===== src/rtl/if_stage_sram_if.sv =====
// Fetch-stage bundle: ID redirect/handshake and the instruction SRAM
// request/response channel.
interface if_stage_sram_if;
    logic        redirect_valid;
    logic [31:0] redirect_pc;
    logic        id_allow_in;
    logic        if_to_id_valid;
    logic [31:0] if_to_id_pc;
    logic [31:0] if_to_id_inst;
    logic        inst_sram_req;
    logic [31:0] inst_sram_addr;
    logic        inst_sram_addr_ok;
    logic        inst_sram_data_ok;
    logic [31:0] inst_sram_rdata;

    modport master (
        input  redirect_valid,
        input  redirect_pc,
        input  id_allow_in,
        output if_to_id_valid,
        output if_to_id_pc,
        output if_to_id_inst,
        output inst_sram_req,
        output inst_sram_addr,
        input  inst_sram_addr_ok,
        input  inst_sram_data_ok,
        input  inst_sram_rdata
    );

    modport slave (
        output redirect_valid,
        output redirect_pc,
        output id_allow_in,
        input  if_to_id_valid,
        input  if_to_id_pc,
        input  if_to_id_inst,
        input  inst_sram_req,
        input  inst_sram_addr,
        output inst_sram_addr_ok,
        output inst_sram_data_ok,
        output inst_sram_rdata
    );
endinterface


===== src/rtl/if_stage_sram.sv =====
// Instruction fetch over a request/response SRAM port, with an in-order
// return queue and flush-by-drop-count on ID redirects.
module if_stage_sram #(
    parameter logic [31:0] RESET_PC  = 32'hbfc00000,
    parameter int          BUF_DEPTH = 4
) (
    input  logic            clk,
    input  logic            reset,
    if_stage_sram_if.master bus
);
    localparam int PW = $clog2(BUF_DEPTH);
    localparam int CW = PW + 1;

    typedef logic [PW-1:0] ptr_t;
    typedef logic [CW-1:0] cnt_t;

    localparam cnt_t DEPTH = cnt_t'(BUF_DEPTH);

    logic [31:0]          fetch_pc_q, fetch_pc_d;
    logic [31:0]          pc_q   [BUF_DEPTH];
    logic [31:0]          pc_d   [BUF_DEPTH];
    logic [31:0]          inst_q [BUF_DEPTH];
    logic [31:0]          inst_d [BUF_DEPTH];
    logic [BUF_DEPTH-1:0] done_q, done_d;
    ptr_t                 head_q, head_d;
    ptr_t                 tail_q, tail_d;
    cnt_t                 used_q, used_d;
    cnt_t                 drop_q, drop_d;

    cnt_t pend;
    ptr_t ret;
    logic room;
    logic req;
    logic hs;
    logic valid;
    logic pop;
    logic drop_hit;
    logic fill;
    logic consumed;

    // Count queued entries still waiting for their instruction word.
    always_comb begin
        pend = '0;
        for (int i = 0; i < BUF_DEPTH; i++) begin
            if (cnt_t'(i) < used_q && !done_q[head_q + ptr_t'(i)]) begin
                pend = pend + cnt_t'(1);
            end
        end
    end

    // Returns are in order, so done entries form a prefix from head.
    assign ret      = head_q + ptr_t'(used_q - pend);
    assign room     = ({1'b0, used_q} + {1'b0, drop_q}) < {1'b0, DEPTH};
    assign req      = !reset && !bus.redirect_valid && room;
    assign hs       = req && bus.inst_sram_addr_ok;
    assign valid    = (used_q != '0) && done_q[head_q];
    assign pop      = valid && bus.id_allow_in && !bus.redirect_valid;
    assign drop_hit = bus.inst_sram_data_ok && (drop_q != '0);
    assign fill     = bus.inst_sram_data_ok && (drop_q == '0)
                      && (pend != '0);
    assign consumed = drop_hit || fill;

    // Next state: data return first, then pop and allocate, or flush.
    always_comb begin
        fetch_pc_d = fetch_pc_q;
        pc_d       = pc_q;
        inst_d     = inst_q;
        done_d     = done_q;
        head_d     = head_q;
        tail_d     = tail_q;
        used_d     = used_q;
        drop_d     = drop_q;

        if (drop_hit) begin
            drop_d = drop_q - cnt_t'(1);
        end
        if (fill) begin
            inst_d[ret] = bus.inst_sram_rdata;
            done_d[ret] = 1'b1;
        end

        if (bus.redirect_valid) begin
            fetch_pc_d = bus.redirect_pc;
            drop_d     = drop_q + pend - cnt_t'(consumed);
            head_d     = '0;
            tail_d     = '0;
            used_d     = '0;
            done_d     = '0;
        end else begin
            if (pop) begin
                head_d = head_q + ptr_t'(1);
            end
            if (hs) begin
                pc_d[tail_q]   = fetch_pc_q;
                done_d[tail_q] = 1'b0;
                tail_d         = tail_q + ptr_t'(1);
                fetch_pc_d     = fetch_pc_q + 32'd4;
            end
            used_d = used_q + cnt_t'(hs) - cnt_t'(pop);
        end
    end

    // Control state, cleared immediately by reset.
    always_ff @(posedge clk or posedge reset) begin
        if (reset) begin
            fetch_pc_q <= RESET_PC;
            done_q     <= '0;
            head_q     <= '0;
            tail_q     <= '0;
            used_q     <= '0;
            drop_q     <= '0;
        end else begin
            fetch_pc_q <= fetch_pc_d;
            done_q     <= done_d;
            head_q     <= head_d;
            tail_q     <= tail_d;
            used_q     <= used_d;
            drop_q     <= drop_d;
        end
    end

    // Payload storage; only meaningful where the control state says so.
    always_ff @(posedge clk) begin
        pc_q   <= pc_d;
        inst_q <= inst_d;
    end

    assign bus.inst_sram_req  = req;
    assign bus.inst_sram_addr = fetch_pc_q;
    assign bus.if_to_id_valid = valid;
    assign bus.if_to_id_pc    = (used_q != '0) ? pc_q[head_q] : '0;
    assign bus.if_to_id_inst  = (used_q != '0) ? inst_q[head_q] : '0;
endmodule


===== src/flat_wrapper.sv =====
// flat-port wrapper written by rule: the top's interface ports become plain ports
module if_stage_sram_flat 
#(
    parameter logic [31:0] RESET_PC  = 32'hbfc00000,
    parameter int          BUF_DEPTH = 4
)
  (clk, reset, bus_redirect_valid, bus_redirect_pc, bus_id_allow_in, bus_if_to_id_valid, bus_if_to_id_pc, bus_if_to_id_inst, bus_inst_sram_req, bus_inst_sram_addr, bus_inst_sram_addr_ok, bus_inst_sram_data_ok, bus_inst_sram_rdata);
  if_stage_sram_if bus_i ();
  input  logic clk;
  input  logic reset;
  input wire logic [$bits(bus_i.redirect_valid)-1:0] bus_redirect_valid;
  input wire logic [$bits(bus_i.redirect_pc)-1:0] bus_redirect_pc;
  input wire logic [$bits(bus_i.id_allow_in)-1:0] bus_id_allow_in;
  output wire logic [$bits(bus_i.if_to_id_valid)-1:0] bus_if_to_id_valid;
  output wire logic [$bits(bus_i.if_to_id_pc)-1:0] bus_if_to_id_pc;
  output wire logic [$bits(bus_i.if_to_id_inst)-1:0] bus_if_to_id_inst;
  output wire logic [$bits(bus_i.inst_sram_req)-1:0] bus_inst_sram_req;
  output wire logic [$bits(bus_i.inst_sram_addr)-1:0] bus_inst_sram_addr;
  input wire logic [$bits(bus_i.inst_sram_addr_ok)-1:0] bus_inst_sram_addr_ok;
  input wire logic [$bits(bus_i.inst_sram_data_ok)-1:0] bus_inst_sram_data_ok;
  input wire logic [$bits(bus_i.inst_sram_rdata)-1:0] bus_inst_sram_rdata;
  assign bus_i.redirect_valid = bus_redirect_valid;
  assign bus_i.redirect_pc = bus_redirect_pc;
  assign bus_i.id_allow_in = bus_id_allow_in;
  assign bus_if_to_id_valid = bus_i.if_to_id_valid;
  assign bus_if_to_id_pc = bus_i.if_to_id_pc;
  assign bus_if_to_id_inst = bus_i.if_to_id_inst;
  assign bus_inst_sram_req = bus_i.inst_sram_req;
  assign bus_inst_sram_addr = bus_i.inst_sram_addr;
  assign bus_i.inst_sram_addr_ok = bus_inst_sram_addr_ok;
  assign bus_i.inst_sram_data_ok = bus_inst_sram_data_ok;
  assign bus_i.inst_sram_rdata = bus_inst_sram_rdata;
  if_stage_sram #(.RESET_PC(RESET_PC), .BUF_DEPTH(BUF_DEPTH)) u_core (.clk(clk), .reset(reset), .bus(bus_i));
endmodule

===== config.mk =====
export PLATFORM = sky130hd
export DESIGN_NAME = if_stage_sram_flat
export DESIGN_NICKNAME = d
export VERILOG_FILES = /design/src/rtl/if_stage_sram_if.sv /design/src/rtl/if_stage_sram.sv /design/src/flat_wrapper.sv
export SDC_FILE = /design/constraint.sdc
export NUM_CORES = 1
export LEC_CHECK = 0
export ABC_AREA = 1
export ABC_CLOCK_PERIOD_IN_PS = 4800
export BUFFER_PORTS_ARGS = -buffer_cell sky130_fd_sc_hd__buf_2
export CAP_MARGIN = 20
export CORE_MARGIN = 2
export CORE_UTILIZATION = 50
export DETAILED_ROUTE_END_ITERATION = 12
export PLACE_DENSITY_LB_ADDON = 0.08
export SLEW_MARGIN = 20
export SYNTH_ARGS = -nofsm -noshare
export SYNTH_HDL_FRONTEND = slang
export SYNTH_SLANG_ARGS = --single-unit

===== constraint.sdc =====
create_clock -name clk -period 4.8 [get_ports clk]
set_clock_uncertainty 0.1 [all_clocks]
set_input_delay 1.44 -clock clk [delete_from_list [all_inputs] [get_ports clk]]
set_output_delay 1.44 -clock clk [all_outputs]
set_load 0.02 [all_outputs]

# --- Yosys cells after proc, flatten, opt, wreduce, memory -nomap -nowiden ---
# Cells that the tools add are included.
totals:
  output_inout_bits: 98
  reg_bits: 302
classes:
  reduce_logical: 32
  add_sub_neg: 16
  order_cmp: 18
  mux: 42
  n_bitwise: 7
op_table:
  columns: ["cell", "n"]
  rows:
  - ["32-bit 2-to-1 mux", 10]
  - ["128-bit bitwise mux", 2]
  - ["32-bit binary-select mux with 2-bit select", 2]
  - ["32-bit demux with 2-bit select", 2]
  - ["32-bit by 3-bit adder with 32-bit output, second input constant", 1]
  - ["2-bit by 3-bit less-than comparator with 1-bit output, second input constant", 6]
  - ["3-bit 2-to-1 mux", 6]
  - ["1-bit logical AND", 17]
  - ["4-bit 2-to-1 mux", 3]
  - ["3-bit greater-or-equal comparator, second input constant", 3]
  - ["2-bit NOT with 3-bit output", 3]
  - ["3-bit nonzero test", 3]
  - ["1-bit binary-select mux with 2-bit select", 4]
  - ["2-bit 2-to-1 mux", 4]
  - ["1-bit 2-to-1 mux", 7]
  - ["3-bit by 1-bit adder with 3-bit output, second input constant", 2]
  - ["1-bit zero test", 6]
  - ["1-bit by 3-bit less-than comparator with 1-bit output, first input constant", 2]
  - ["2-bit by 3-bit less-than comparator with 1-bit output, first input constant", 2]
  - ["3-bit by 1-bit less-than comparator with 1-bit output, second input constant", 2]
  - ["2-bit nonzero test", 3]
  - ["3-bit by 1-bit subtractor with 3-bit output", 2]
  - ["2-bit by 1-bit adder with 2-bit output, second input constant", 2]
  - ["2-bit adder, second input constant", 2]
  - ["17 further kinds", 19]

# --- Longest topological paths before layout ---
logic_depth:
  ltp_word: 22
  mapped_depth: 33

# --- Worst setup path after synthesis ---
# OpenSTA, ideal clock, no wires.
synth_timing:
  kind: "input port to flip-flop"
  from: "in reset"
  to: "reg u_core.pc_q[0] in the netlist's numbering, enable pin"
  setup_time_ps: 421
  n_path_buf: 1
  arrival_time_ps: 4873
  required_time_ps: 4279
  path_stages: 6
  path_slack_ps: -594
  cell_sequence: "inv_1 > nand3_1 > a31oi_1 > nand2_1 > clkbuf_1 > nor2_1"
synth_between:
  elab_chain_len: 5
synth_lines:
  columns: ["item", "line", "source"]
  rows:
  - ["from (decl)", "flat_wrapper.sv:10", "input logic reset;"]
  - ["1-bit zero test", "if_stage_sram.sv:54", "assign req = !reset && !bus.redirect_valid && room;"]
  - ["1-bit logical AND (2 in a row)", "if_stage_sram.sv:54", null]
  - ["named net bus_inst_sram_req", "flat_wrapper.sv:17", "output wire logic [$bits(bus_i.inst_sram_req)-1:0] bus_inst_sram_req;"]
  - ["1-bit logical AND", "if_stage_sram.sv:55", "assign hs = req && bus.inst_sram_addr_ok;"]
  - ["2-bit AND reduction (no source line)", null, null]
  - ["to (signal assigned)", "if_stage_sram.sv:124", "pc_q <= pc_d;"]
  - ["to (decl)", "if_stage_sram.sv:20", "logic [31:0] pc_q [BUF_DEPTH];"]
# The timed path passes the listed nets, and every way through them passes these cells.
# A chain may end at the register's enable or synchronous reset.

# --- Final worst setup path ---
layout_timing:
  from: "reg u_core.head_q[0]"
  to: "out bus_if_to_id_inst[29]"
layout_between:
  elab_chain_len: 5
layout_lines:
  columns: ["item", "line", "source"]
  rows:
  - ["from (decl)", "if_stage_sram.sv:25", "ptr_t head_q, head_d;"]
  - ["from (signal assigned)", "if_stage_sram.sv:108", "head_q <= '0;"]
  - ["from (signal assigned)", "if_stage_sram.sv:115", "head_q <= head_d;"]
  - ["2-bit NOT with 3-bit output (implied by the code)", "if_stage_sram.sv:132", "assign bus.if_to_id_inst = (used_q != '0) ? inst_q[head_q] : '0;"]
  - ["32-bit binary-select mux with 2-bit select", "if_stage_sram.sv:132", null]
  - ["32-bit 2-to-1 mux (implied by the code) (2 in a row)", "if_stage_sram.sv:132", null]
  - ["32-bit 2-to-1 mux", "if_stage_sram.sv:132", null]
  - ["to (decl)", "flat_wrapper.sv:16", "output wire logic [$bits(bus_i.if_to_id_inst)-1:0] bus_if_to_id_inst;"]
# No other way between the ends. The select of a mux whose other input is x is not followed.

==> results.tsv <==
stage	metric	value	unit
routing	post-route ant nets	0	
die	Die Ht	168	um
global_route	largest net degree at the start of global routing	77	
placed_design	port bufs	167	
routing	DR WL/cell	17.9	um
routing	vias	9446	
placed_design	cell total after placement	1704	
routing	Pre-Repair DR Iteration Count	5	
sta	Max Freq	0.226	GHz
yosys	EDFF count, synth	256	
die	core area	0.0262	mm2
die	Initial Util	0.511	
worst_setup_path	CP Data Required Time	3260	ps
sta	RSZ-0062 raised after global routing	no	
clock_network	CTS buffer count	31	
global_route	vias in the first global route	9142	
layout	layout cells sized above 1	0.206	
hold_path	Hold EP	u_core.pc_q[33]	
worst_setup_path	Worst Reg2Reg Path Length in Cells	28	
worst_setup_path	R2R Setup Slk	620	ps
die	Die Area	0.0281	mm2
worst_setup_path	Worst setup startpoint	u_core.head_q[0]	
clock_network	Root Driver	clkbuf_16	
die	Ports	168	
clock_network	Worst-path clk slew	70	ps
yosys	ys async rst share	0.152	
pwr	Max rail drop VDD	0.000287	V
worst_setup_path	Setup crit end kind	primary output	
sta	Slew @ Worst Pin	882	ps
routing	Vias/cell	5.36	
placed_design	Placer Congestion	0.901	
worst_setup_path	FF-to-FF End	u_core.drop_q[2]	
clock_network	Sink Count	302	
die	Rows	59	
yosys	Yosys cell types	39	
sta	Final Cycle Share	0.920	
clock_network	TritonCTS clock tree	yes	
hold_path	type of the worst min-delay path	reg2reg	
routing	WL final	31.5	mm
worst_setup_path	CP arrival	2880	ps
worst_setup_path	family with the most delay on the worst path	buffers and inverters	
hold_path	Hold Startpoint	u_core.bus.inst_sram_addr[1]	
layout	Layout Nets	1494	
clock_network	Post-CTS Setup Inserts	0	
sta	TNS Setup	0	ps
layout	area grow syn2layout	17.1	%
sta	Slew Viols, Final	0	
yosys	Synth Warn #	0	
clock_network	Max clock buf depth	3	
layout	Fill cells	2214	
worst_setup_path	Slowest-stage cell, CP	buf_4	
global_route	initial antenna violation count	1	
layout	post-route cell area	0.0157	mm2
worst_setup_path	CP bufs+invs	3	
pwr	power consumption	6.27	mW
worst_setup_path	worst r2r src	u_core.head_q[0]	
status	status	complete, no violations	
yosys	post-synthesis sequential area ratio	0.661	
yosys	Synth area leader	edfxtp_1	
clock_network	number of H-tree levels	1	
yosys	syn_area_per_cell	10.8	um2
placed_design	Cell Area, Placed	0.0146	mm2
die	Die X	168	um
worst_setup_path	Most common cell on crit path	nor2_1	
global_route	grt ovf	0	
sta	# setup viols final	0	
yosys	post-synth top area share	0.574	
yosys	Top FF cell, synth	edfxtp_1	
yosys	Post-Synthesis Net Count	1334	
yosys	Mapped Cells	1242	
worst_setup_path	Setup Crit Path Kind	reg2out	
flow_run	max-cap violations	0	
sta	Final min period	4420	ps
yosys	Cell Area, Synth	0.0134	mm2
routing	DRC	0	
worst_setup_path	Critical Path Fanout Max	67	
worst_setup_path	Startpoint Class	flip-flop	
sta	Hold Vio Cnt, Final	0	
clock_network	Worst-Skew Late Latency	560	ps
worst_setup_path	critical path cell sequence	buf_4 > buf_6 > nor2_1 > nor2_1 > o21ai_0 > a21oi_1 > buf_2	
placed_design	Final HPWL DP	19.0	mm
pwr	power per standard cell area	400	mW/mm2
sta	Max-slew headroom	0.412	
worst_setup_path	Max stage delay on crit path	570	ps
pwr	Leak	6.20	nW
clock_network	hold-fix buffers at CTS	0	
layout	Layout Cells excl Fill	1763	
hold_path	WHS Path Cells	0	
global_route	Tot GR Track Use	0.225	
yosys	Area contributors post-synth	edfxtp_1, nor2_1, dfrtp_1	
routing	1st-iter DRT viols	769	
yosys	synthesis-stage register bit count	302	
yosys	most numerous cell in the Yosys netlist	nor2_1	
yosys	Synth top cells by count	nor2_1, edfxtp_1, o21ai_0, nand2_1, a21oi_1	
global_route	first-pass GRT wire length	49.7	mm
==> timing repair <==
item,in CTS,in global routing
gates resized for setup,0,1
endpoints found under the hold margin,0,0
setup endpoints to repair,0,8
==> sequential cells by signal (all words and copies together) (netlist names) <==
register,flops
u_core.inst_q,128
u_core.pc_q,128
u_core.bus.inst_sram_addr,32
u_core.done_q,4
u_core.drop_q,3
u_core.used_q,3
u_core.head_q,2
u_core.tail_q,2
==> report_power, final <==
part           switching (mW)  internal [mW]
combinational           0.487          0.251
sequential              0.144           2.99
clock                   0.993           1.41
total                    1.62           4.65
==> layout make-up <==
| cell class | instances | area (um2) | share of cell area |
|---|---|---|---|
| Sequential cell | 302 | 8850 | 0.565 |
| Multi-Input combinational cell | 807 | 4050 | 0.258 |
| Timing Repair Buffer | 190 | 1050 | 0.0670 |
| Clock buffer | 47 | 896 | 0.0571 |
| Tap cell | 335 | 419 | 0.0267 |
| Inverter | 70 | 268 | 0.0171 |
| Clock inverter | 11 | 141 | 0.00902 |
| Antenna cell | 1 | 2.50 | 0.000160 |
==> worst max-delay path by stage <==
stage / depth (start not counted) / to
2_1_floorplan: 6 / u_core.pc_q[0]
3_3_place_gp: 28 / u_core.drop_q[2]
3_5_place_dp: 28 / u_core.drop_q[2]
4_1_cts: 7 / bus_if_to_id_pc[29]
5_1_grt: 7 / bus_if_to_id_inst[16]
6_report: 7 / bus_if_to_id_inst[29]
==> cell usage in the layout, fill, tap and decap left out, types with 2 or more instances in the layout <==
cell and n:
nor2_1 291, edfxtp_1 256, buf_2 167, o21ai_0 142
nand2_1 140, a21oi_1 72, inv_1 62, dfrtp_1 35
clkbuf_16 31, xor2_1 27, nand3_1 21, ha_1 20
buf_4 19, o211ai_1 14, nand2_2 13, nand4_1 11
clkbuf_1 10, dfstp_2 9, nor3_1 8, nor2_4 7
o221ai_1 6, clkbuf_8 6, inv_2 5, xnor2_1 5
nand3_2 4, nor2_2 3, nor4_1 3, clkinv_2 3
nand2_4 3, clkinv_4 3, buf_12 3, clkinvlp_4 2
a31oi_1 2, nor3_2 2, nand3_4 2, a21oi_2 2
o311ai_0 2, fa_1 2, inv_6 2, bufinv_16 2
==> cell families after synthesis <==
family | count (synthesis) | share of synthesized area
compound gates | 242 | 0.0964
xor+xnor | 32 | 0.0209
fa+ha+maj | 22 | 0.0217
buf+inv | 133 | 0.0393
flops | 302 | 0.661
simple gates | 511 | 0.161
==> metrics by stage <==
stage | hold slack (ps) | util | worst slack [ps]
floorplan | 389 | - | 397
global placement | 431 | 0.558 | 717
detailed placement | 445 | 0.558 | 646
CTS | 443 | 0.598 | 105
global route | 482 | 0.598 | 133
finish | 450 | 0.598 | 382
==> metal layers <==
layer,up-vias,share of wire,track usage
li1,4584,-,-
met1,4516,0.46,0.319
met2,304,0.47,0.372
met3,42,0.057,0.0321
met4,0,0.019,0.0518
met5,-,0,0
Power figures use the tool's default switching activity.
